[src/rtl/bot_sprite_pkg.sv]
`default_nettype none
// ============================================================================
// Package  : bot_sprite_pkg
// Purpose  : Shared types and constants for the Rojobot sprite engine:
//            burst sequencer states, bot_info heading codes, sprite_sel
//            image encodings and the default see-through colour.
// Revision : 1.0 - initial release
// ============================================================================
package bot_sprite_pkg;

  // Hit / explode / respawn sequencer states
  typedef enum logic [1:0] {
    ST_ALIVE   = 2'd0,
    ST_BURST   = 2'd1,
    ST_RESPAWN = 2'd2
  } seq_state_t;

  // Heading codes carried in bot_info[2:0]; odd codes are diagonals
  localparam logic [2:0] C_HEAD_N = 3'd0;
  localparam logic [2:0] C_HEAD_E = 3'd2;
  localparam logic [2:0] C_HEAD_S = 3'd4;
  localparam logic [2:0] C_HEAD_W = 3'd6;

  // Image select encodings driven on sprite_sel
  localparam logic [1:0] C_SEL_N = 2'd0;
  localparam logic [1:0] C_SEL_E = 2'd1;
  localparam logic [1:0] C_SEL_S = 2'd2;
  localparam logic [1:0] C_SEL_W = 2'd3;

  // Colour treated as see-through unless overridden
  localparam logic [11:0] C_TRANSPARENT_DEFAULT = 12'hFFF;

  // Cardinal heading code -> image select (code >> 1)
  function automatic logic [1:0] head_to_sel(input logic [2:0] code);
    return code[2:1];
  endfunction

endpackage
`default_nettype wire

[src/rtl/bot_sprite_engine_if.sv]
`default_nettype none
// ============================================================================
// Interface: bot_sprite_engine_if
// Purpose  : Pixel-pipeline bundle between the scan/ROM/colouriser side
//            (master) and the sprite engine (slave).
// Signals  : pixel_column/pixel_row  scan position
//            loc_x/loc_y/bot_info     bot world position and heading
//            hit                      bot struck
//            sprite_addr/sprite_sel   ROM address and image select
//            sprite_data/boom_data    heading / explosion ROM read data
//            icon/icon_flag           pixel colour and draw flag
//            burst/bot_reset          explosion active / respawn request
// Revision : 1.0 - initial release
// ============================================================================
interface bot_sprite_engine_if #(
  parameter int PIX_W  = 12,
  parameter int ADDR_W = 8
);
  logic [11:0]       pixel_column;
  logic [11:0]       pixel_row;
  logic [7:0]        loc_x;
  logic [7:0]        loc_y;
  logic [7:0]        bot_info;
  logic              hit;
  logic [ADDR_W-1:0] sprite_addr;
  logic [1:0]        sprite_sel;
  logic [PIX_W-1:0]  sprite_data;
  logic [PIX_W-1:0]  boom_data;
  logic [PIX_W-1:0]  icon;
  logic              icon_flag;
  logic              burst;
  logic              bot_reset;

  modport master (
    output pixel_column, pixel_row, loc_x, loc_y, bot_info, hit,
           sprite_data, boom_data,
    input  sprite_addr, sprite_sel, icon, icon_flag, burst, bot_reset
  );

  modport slave (
    input  pixel_column, pixel_row, loc_x, loc_y, bot_info, hit,
           sprite_data, boom_data,
    output sprite_addr, sprite_sel, icon, icon_flag, burst, bot_reset
  );
endinterface
`default_nettype wire

[src/rtl/bot_burst_seq.sv]
`default_nettype none
// ============================================================================
// Module   : bot_burst_seq
// Purpose  : Hit / explode / respawn sequencer. A hit while alive starts an
//            explosion of BURST_CYCLES clocks (restarted by further hits),
//            followed by a RESPAWN_CYCLES-clock bot_reset pulse during which
//            hits are ignored.
// Ports    : clk       pixel clock
//            reset     asynchronous, active-high
//            hit       bot struck (pulse or level)
//            burst     explosion in progress
//            bot_reset respawn request
// Revision : 1.0 - initial release
// ============================================================================
module bot_burst_seq
  import bot_sprite_pkg::*;
#(
  parameter int unsigned BURST_CYCLES   = 32'h3000000,
  parameter int unsigned RESPAWN_CYCLES = 17
) (
  input  logic clk,
  input  logic reset,
  input  logic hit,
  output logic burst,
  output logic bot_reset
);

  localparam logic [31:0] C_BURST_LAST   = 32'(BURST_CYCLES - 1);
  localparam logic [31:0] C_RESPAWN_LAST = 32'(RESPAWN_CYCLES - 1);

  seq_state_t  r_state;
  seq_state_t  w_state_nxt;
  logic [31:0] r_cnt;
  logic [31:0] w_cnt_nxt;

  always_ff @(posedge clk or posedge reset) begin
    if (reset) begin
      r_state <= ST_ALIVE;
      r_cnt   <= '0;
    end else begin
      r_state <= w_state_nxt;
      r_cnt   <= w_cnt_nxt;
    end
  end

  // Outputs are pure state decodes so reset clears them without a clock.
  always_comb begin
    w_state_nxt = r_state;
    w_cnt_nxt   = r_cnt + 32'd1;
    burst       = 1'b0;
    bot_reset   = 1'b0;
    case (r_state)
      ST_ALIVE: begin
        w_cnt_nxt = '0;
        if (hit) begin
          w_state_nxt = ST_BURST;
        end
      end
      ST_BURST: begin
        burst = 1'b1;
        // A fresh hit takes priority over expiry so the explosion restarts.
        if (hit) begin
          w_cnt_nxt = '0;
        end else if (r_cnt == C_BURST_LAST) begin
          w_cnt_nxt   = '0;
          w_state_nxt = ST_RESPAWN;
        end
      end
      ST_RESPAWN: begin
        bot_reset = 1'b1;
        if (r_cnt == C_RESPAWN_LAST) begin
          w_cnt_nxt   = '0;
          w_state_nxt = ST_ALIVE;
        end
      end
      default: begin
        w_cnt_nxt   = '0;
        w_state_nxt = ST_ALIVE;
      end
    endcase
  end

endmodule
`default_nettype wire

[src/rtl/bot_sprite_engine.sv]
`default_nettype none
// ============================================================================
// Module   : bot_sprite_engine
// Purpose  : Sprite renderer for one Rojobot. Maps the bot world location to
//            a screen window, generates the row-major sprite ROM address,
//            selects heading or explosion image and drives icon/icon_flag
//            with a fixed 3-clock latency from pixel to icon.
// Ports    : clk    pixel clock
//            reset  asynchronous, active-high
//            bus    bot_sprite_engine_if.slave (scan position, bot state,
//                   ROM address/data, icon outputs, burst/bot_reset)
// Config   : BOT_SPRITE_MIRROR_EN - only N and E images are stored; S and W
//            are drawn by flipping the row / column index of N / E.
// Revision : 1.0 - initial release
// ============================================================================
module bot_sprite_engine
  import bot_sprite_pkg::*;
#(
  parameter int              SPRITE_W       = 16,
  parameter int              SPRITE_H       = 16,
  parameter int              SCALE_X        = 8,
  parameter int              SCALE_Y        = 6,
  parameter int              PIX_W          = 12,
  parameter logic [PIX_W-1:0] TRANSPARENT   = PIX_W'(C_TRANSPARENT_DEFAULT),
  parameter int unsigned     BURST_CYCLES   = 32'h3000000,
  parameter int unsigned     RESPAWN_CYCLES = 17
) (
  input  logic                clk,
  input  logic                reset,
  bot_sprite_engine_if.slave  bus
);

  localparam int ADDR_W = $clog2(SPRITE_W * SPRITE_H);

  // Window geometry, all at 13 bits so a window near 4095 never wraps.
  logic [12:0]       w_col;
  logic [12:0]       w_row;
  logic [12:0]       w_col_org;
  logic [12:0]       w_row_org;
  logic [12:0]       w_dc;
  logic [12:0]       w_dr;
  logic [12:0]       w_c_idx;
  logic [12:0]       w_r_idx;
  logic              w_in_win;
  logic [ADDR_W-1:0] w_addr;

  logic [1:0]        r_head;
  logic [1:0]        w_head;
  logic [1:0]        w_sel;
  logic              w_flip_r;
  logic              w_flip_c;

  logic              w_burst;
  logic              w_bot_reset;

  logic [ADDR_W-1:0] r_sprite_addr;
  logic [1:0]        r_sprite_sel;
  logic              r_win1;
  logic              r_win2;
  logic              r_burst_d1;
  logic              r_burst_d2;
  logic [PIX_W-1:0]  r_icon;
  logic              r_icon_flag;
  logic [PIX_W-1:0]  w_rom;
  logic [PIX_W-1:0]  w_icon_nxt;
  logic              w_flag_nxt;
  logic              w_unused_info;

  assign w_unused_info = &{1'b0, bus.bot_info[7:3]};

  assign w_col     = {1'b0, bus.pixel_column};
  assign w_row     = {1'b0, bus.pixel_row};
  assign w_col_org = {5'd0, bus.loc_x} * 13'(SCALE_X);
  assign w_row_org = {5'd0, bus.loc_y} * 13'(SCALE_Y);
  assign w_in_win  = (w_col >= w_col_org) && (w_col < w_col_org + 13'(SPRITE_W)) &&
                     (w_row >= w_row_org) && (w_row < w_row_org + 13'(SPRITE_H));
  assign w_dc      = w_col - w_col_org;
  assign w_dr      = w_row - w_row_org;

  // Diagonal (odd) codes hold the last cardinal; the live value feeds the
  // address stage directly so a new heading lands on the next registered
  // sprite_sel together with its matching address.
  assign w_head = bus.bot_info[0] ? r_head : head_to_sel(bus.bot_info[2:0]);

`ifdef BOT_SPRITE_MIRROR_EN
  assign w_flip_r = (w_head == C_SEL_S);
  assign w_flip_c = (w_head == C_SEL_W);
  assign w_sel    = {1'b0, w_head[0]};
`else
  assign w_flip_r = 1'b0;
  assign w_flip_c = 1'b0;
  assign w_sel    = w_head;
`endif

  assign w_r_idx = w_flip_r ? (13'(SPRITE_H - 1) - w_dr) : w_dr;
  assign w_c_idx = w_flip_c ? (13'(SPRITE_W - 1) - w_dc) : w_dc;
  assign w_addr  = ADDR_W'(w_r_idx * 13'(SPRITE_W) + w_c_idx);

  bot_burst_seq #(
    .BURST_CYCLES   (BURST_CYCLES),
    .RESPAWN_CYCLES (RESPAWN_CYCLES)
  ) u_seq (
    .clk       (clk),
    .reset     (reset),
    .hit       (bus.hit),
    .burst     (w_burst),
    .bot_reset (w_bot_reset)
  );

  // ROM data belongs to the pixel two stages back, so the image choice and
  // the flag both use the window/burst state delayed by the same two stages.
  assign w_rom      = r_burst_d2 ? bus.boom_data : bus.sprite_data;
  assign w_icon_nxt = r_win2 ? w_rom : '0;
  assign w_flag_nxt = r_win2 && (w_rom != TRANSPARENT);

  always_ff @(posedge clk or posedge reset) begin
    if (reset) begin
      r_head        <= C_SEL_N;
      r_sprite_addr <= '0;
      r_sprite_sel  <= C_SEL_N;
      r_win1        <= 1'b0;
      r_win2        <= 1'b0;
      r_burst_d1    <= 1'b0;
      r_burst_d2    <= 1'b0;
      r_icon        <= '0;
      r_icon_flag   <= 1'b0;
    end else begin
      r_head       <= w_head;
      r_sprite_sel <= w_sel;
      if (w_in_win) begin
        r_sprite_addr <= w_addr;
      end
      r_win1      <= w_in_win;
      r_win2      <= r_win1;
      r_burst_d1  <= w_burst;
      r_burst_d2  <= r_burst_d1;
      r_icon      <= w_icon_nxt;
      r_icon_flag <= w_flag_nxt;
    end
  end

  assign bus.sprite_addr = r_sprite_addr;
  assign bus.sprite_sel  = r_sprite_sel;
  assign bus.icon        = r_icon;
  assign bus.icon_flag   = r_icon_flag;
  assign bus.burst       = w_burst;
  assign bus.bot_reset   = w_bot_reset;

endmodule
`default_nettype wire

[src/flat_wrapper.sv]
// flat-port wrapper written by rule: the top's interface ports become plain ports
module bot_sprite_engine_flat import bot_sprite_pkg::*;
#(
  parameter int              SPRITE_W       = 16,
  parameter int              SPRITE_H       = 16,
  parameter int              SCALE_X        = 8,
  parameter int              SCALE_Y        = 6,
  parameter int              PIX_W          = 12,
  parameter logic [PIX_W-1:0] TRANSPARENT   = PIX_W'(C_TRANSPARENT_DEFAULT),
  parameter int unsigned     BURST_CYCLES   = 32'h3000000,
  parameter int unsigned     RESPAWN_CYCLES = 17
)
  (clk, reset, bus_pixel_column, bus_pixel_row, bus_loc_x, bus_loc_y, bus_bot_info, bus_hit, bus_sprite_data, bus_boom_data, bus_sprite_addr, bus_sprite_sel, bus_icon, bus_icon_flag, bus_burst, bus_bot_reset);
  bot_sprite_engine_if #(.PIX_W(PIX_W), .ADDR_W((8))) bus_i ();
  input  logic clk;
  input  logic reset;
  input wire logic [$bits(bus_i.pixel_column)-1:0] bus_pixel_column;
  input wire logic [$bits(bus_i.pixel_row)-1:0] bus_pixel_row;
  input wire logic [$bits(bus_i.loc_x)-1:0] bus_loc_x;
  input wire logic [$bits(bus_i.loc_y)-1:0] bus_loc_y;
  input wire logic [$bits(bus_i.bot_info)-1:0] bus_bot_info;
  input wire logic [$bits(bus_i.hit)-1:0] bus_hit;
  input wire logic [$bits(bus_i.sprite_data)-1:0] bus_sprite_data;
  input wire logic [$bits(bus_i.boom_data)-1:0] bus_boom_data;
  output wire logic [$bits(bus_i.sprite_addr)-1:0] bus_sprite_addr;
  output wire logic [$bits(bus_i.sprite_sel)-1:0] bus_sprite_sel;
  output wire logic [$bits(bus_i.icon)-1:0] bus_icon;
  output wire logic [$bits(bus_i.icon_flag)-1:0] bus_icon_flag;
  output wire logic [$bits(bus_i.burst)-1:0] bus_burst;
  output wire logic [$bits(bus_i.bot_reset)-1:0] bus_bot_reset;
  assign bus_i.pixel_column = bus_pixel_column;
  assign bus_i.pixel_row = bus_pixel_row;
  assign bus_i.loc_x = bus_loc_x;
  assign bus_i.loc_y = bus_loc_y;
  assign bus_i.bot_info = bus_bot_info;
  assign bus_i.hit = bus_hit;
  assign bus_i.sprite_data = bus_sprite_data;
  assign bus_i.boom_data = bus_boom_data;
  assign bus_sprite_addr = bus_i.sprite_addr;
  assign bus_sprite_sel = bus_i.sprite_sel;
  assign bus_icon = bus_i.icon;
  assign bus_icon_flag = bus_i.icon_flag;
  assign bus_burst = bus_i.burst;
  assign bus_bot_reset = bus_i.bot_reset;
  bot_sprite_engine #(.SPRITE_W(SPRITE_W), .SPRITE_H(SPRITE_H), .SCALE_X(SCALE_X), .SCALE_Y(SCALE_Y), .PIX_W(PIX_W), .TRANSPARENT(TRANSPARENT), .BURST_CYCLES(BURST_CYCLES), .RESPAWN_CYCLES(RESPAWN_CYCLES)) u_core (.clk(clk), .reset(reset), .bus(bus_i));
endmodule
[config.mk]
export PLATFORM = sky130hd
export DESIGN_NAME = bot_sprite_engine_flat
export DESIGN_NICKNAME = d
export VERILOG_FILES = /design/src/rtl/bot_sprite_pkg.sv /design/src/rtl/bot_sprite_engine_if.sv /design/src/rtl/bot_burst_seq.sv /design/src/rtl/bot_sprite_engine.sv /design/src/flat_wrapper.sv
export SDC_FILE = /design/constraint.sdc
export NUM_CORES = 1
export LEC_CHECK = 0
export ABC_AREA = 1
export BUFFER_PORTS_ARGS = -buffer_cell sky130_fd_sc_hd__buf_2
export CAP_MARGIN = 10
export CORE_MARGIN = 5
export CORE_UTILIZATION = 52
export CTS_CLUSTER_SIZE = 12
export DETAILED_ROUTE_END_ITERATION = 10
export GPL_TIMING_DRIVEN = 0
export PLACE_DENSITY = 0.86
export SLEW_MARGIN = 0
export SYNTH_ARGS = -nofsm -noshare
export SYNTH_HDL_FRONTEND = slang
export SYNTH_HIERARCHICAL = 1
export SYNTH_SLANG_ARGS = --single-unit
[constraint.sdc]
create_clock -name clk -period 1.4 [get_ports clk]
set_clock_uncertainty 0.05 [all_clocks]
set_input_delay 0.07 -clock clk [delete_from_list [all_inputs] [get_ports clk]]
set_output_delay 0.07 -clock clk [all_outputs]
set_load 0.005 [all_outputs]
==> impl_metrics.ini <==
[run_status]
outcome = complete, but fails checks
violations = negative setup slack

[power]
p_leak_nw = 3.749
vdd_drop_max_mv = 0.6543
design_power_total_mw = 8.033
power_density_mw_per_mm2 = 1119

[finish]
fin_nets = 1068
regArea_mm2 = 0.001526
fill_cells = 748
n_antenna_cell = 0
drive_above_1_share = 0.2923
area_delta_synth_final_pct = 32.45
multi_input_area_mm2 = 0.003759

[synthesis]
ys_warn_count = 6
yosys.area.top_type = dfrtp_1
synth_ff_type = dfrtp_1
synth.avg_cell_area_um2 = 6.991
syn_area_mm2 = 0.005418
ys_ff_latch = 61
synth-edff-count = 0
synth.most_common_cell = nand2_1
seq_area_frac_synth = 0.2818
netlist.area_leader.share = 0.2818
syn_nets = 914
ys_types = 41
syn_inst = 775
async_flop_share = 1.000
synthTopCellsByArea = dfrtp_1, nand2_1, ha_1
synth_commonest_cells = nand2_1, nor2_1, inv_1

[placement]
dpl.hpwl_um = 10490
pre_cts_ws_ps = -1639
io_buffers = 94
place_congestion = 0.9472

[timing]
slew_viol_final = 0
fmax_mhz = 386.9
slew_headroom = 0.5316
fin_crit_ps = 2584
finalSetupViolCount = 44
hold_viol = 0
fin_ws_ps = -1184
timing.hold.ws_ps = 38.66
fin_crit_sh = 1.846
worst_pin_slew_ps = 701.8
rsz0062_at_grt = yes

[critical_path]
cp_cell_sequence = buf_8 > ha_4 > fa_2 > nand3_2 > nand3_1 > nand2_2 > nor2_4 > buf_4 > xor2_1 > ha_1 > nand2_1 > nor2_1 > nand2_1 > or2_1 > nand3_2 > nor2_4 > buf_4 > nand3_2 > nand2_1
cp-end-kind = register
crit_type = input pin to register
cpMaxStageDelayCell = fa_2
slowest_delay_ps = 440
crit_required_ps = 1580
critPathMaxFanout = 5
arrival_ps = 2760
path_buf_inv = 3
startpoint_type = input pin
cp_top_family = simple AND/OR/NAND/NOR gates

[clock_tree]
path_clk_slew_ps = 80
root_buffer = clkbuf_8
clockBufferDepth = 2
cts_max_level = 3
cts_tree = yes
clock_sinks = 61
insertion_delay_ps = 360
cts_buffers = 9

[floorplanning]
core_mm2 = 0.01023
fp-row-count = 37
die_w_um = 112.1
die_height_um = 112.1
start_util = 0.5295
pin_count = 100
dieArea_mm2 = 0.01256

[grt]
first_global_vias = 5542
track_usage = 0.2436
busiest_layer = met2
use_met2 = 0.4380
grt_pass1_wl_um = 25290
use_met3 = 0.04636
antenna_found_initial = 1
met1_usage = 0.2805
grt_max_degree = 28
grt_overflow_total = 0

[drt]
drc_errors = 0
ant_nets = 0
viasPerCell = 5.344
vias = 5718
routed_wl_um = 16150
drt-pass1-iter-count = 7
wl_per_cell_um = 15.09
drt-initial-drc-count = 459

[worst_hold_path]
hold_class = input pin to register

[run]
max_cap_violations = 0
==> where the power goes <==
| part | internal, mW | switching, mW | total (mW) |
|---|---|---|---|
| Combinational | 1.82 | 2.42 | 4.24 |
| Sequential | 1.97 | 0.161 | 2.13 |
| Clock | 0.882 | 0.775 | 1.66 |
==> kinds of logic (layout without fill, tap and decap cells) <==
family                     after synthesis  in the layout  synth area share
AOI/OAI and AO/OA                       40             40           0.04873
xor gates and xnor gates                19             19           0.03210
adders and majority gates               64             64            0.1547
buffers and inverters                  118            275           0.08845
DFF                                     61             61            0.2818
muxes                                    9              9           0.01709
and+or+nand+nor                        464            466            0.3771
==> through the flow <==
stage | utilization | instance area (µm²) | TNS (ps) | cells
4_1_cts | 0.6812 | 6969 | -23690 | 1059
5_1_grt | 0.7014 | 7176 | -31290 | 1070
3_3_place_gp | 0.5974 | 6112 | -23650 | 1005
6_report | 0.7014 | 7176 | -25940 | 1070
3_5_place_dp | 0.6001 | 6140 | -25290 | 1006
2_1_floorplan | - | 5472 | -13190 | 775
==> worst register-to-register path: cells and delay by family (launching register included) <==
family                   cells  cell delay [ps]
adder cells (fa/ha/maj)      1              170
AO/OA/AOI/OAI                1              160
buffers and inverters        5              460
flip-flops                   1              430
AND/OR/NAND/NOR              6              540
==> sequential cells by signal, indices dropped and copies added, names as in the netlist, 2 cells and up <==
name and cells:
u_core/r_head 2, u_core/bus.sprite_addr 8, u_core/bus.icon 12, u_core/u_seq/r_cnt 32, u_core/u_seq/r_state 2
==> layout by cell type (no fill, tap or decap), types with 3 or more instances in the layout <==
cell	instances
a21o_1	6
a21oi_1	14
buf_12	3
buf_2	92
buf_4	14
buf_6	6
buf_8	6
clkbuf_8	10
clkinvlp_4	5
dfrtp_1	61
dlygate4sd3_1	23
fa_1	4
ha_1	52
ha_4	5
inv_1	98
inv_2	7
mux2i_1	7
nand2_1	189
nand2_2	28
nand2_4	3
nand3_1	55
nand3_2	12
nand3_4	3
nand3b_1	3
nand4_1	17
nor2_1	90
nor2_2	36
nor2_4	11
nor3_1	5
nor3_2	3
o21a_1	5
o21ai_0	5
o21ai_1	3
or2_2	9
xnor2_1	6
xor2_1	12
==> routing by layer <==
metal | vias to the layer above | routed length, µm
met5 | - | 7
li1 | 2759 | -
met2 | 295 | 8212
met1 | 2594 | 6068
met4 | 2 | 620
met3 | 68 | 1238
==> path summary, 6_finish.rpt <==
kind	startpoint	to	slack (ps)	cells after the start
worst max-delay path	bus_loc_y[1]	u_core/bus.sprite_addr[5]$_DFFE_PP0P_	-1180	19
worst min-delay path	bus_pixel_column[1]	u_core/bus.sprite_addr[2]$_DFFE_PP0P_	40	4
worst max register to register	u_core/u_seq/r_cnt[1]$_DFF_PP0_	u_core/u_seq/r_cnt[19]$_DFF_PP0_	-510	13
worst min register to register	u_core/r_burst_d1$_DFF_PP0_	u_core/r_burst_d2$_DFF_PP0_	290	0
max in group asynchronous	reset	u_core/u_seq/r_cnt[12]$_DFF_PP0_	370	4
min in group asynchronous	reset	u_core/bus.icon[4]$_DFF_PP0_	300	3
==> cell type report <==
| class | count | area share |
|---|---|---|
| Timing Repair Buffer | 140 | 0.1372 |
| Timing Repair inverter | 1 | 0.001046 |
| Clock inverter | 6 | 0.009765 |
| Tap cell | 136 | 0.02371 |
| Buffer | 9 | 0.01360 |
| Clock buffer | 10 | 0.01918 |
| Multi-Input combinational cell | 598 | 0.5238 |
| Inverter | 109 | 0.05894 |
| Sequential cell | 61 | 0.2127 |
==> what timing repair did <==
| item | CTS | global route |
|---|---|---|
| hold buffers | 23 | 0 |
| pin swaps | 33 | 28 |
| gates resized for setup | 57 | 53 |
| endpoints found under the hold margin | 54 | 0 |
| setup buffers | 8 | 15 |
| endpoints found under the setup margin | 45 | 71 |
| cloned | 6 | 0 |
Power figures use the tool's default switching activity.
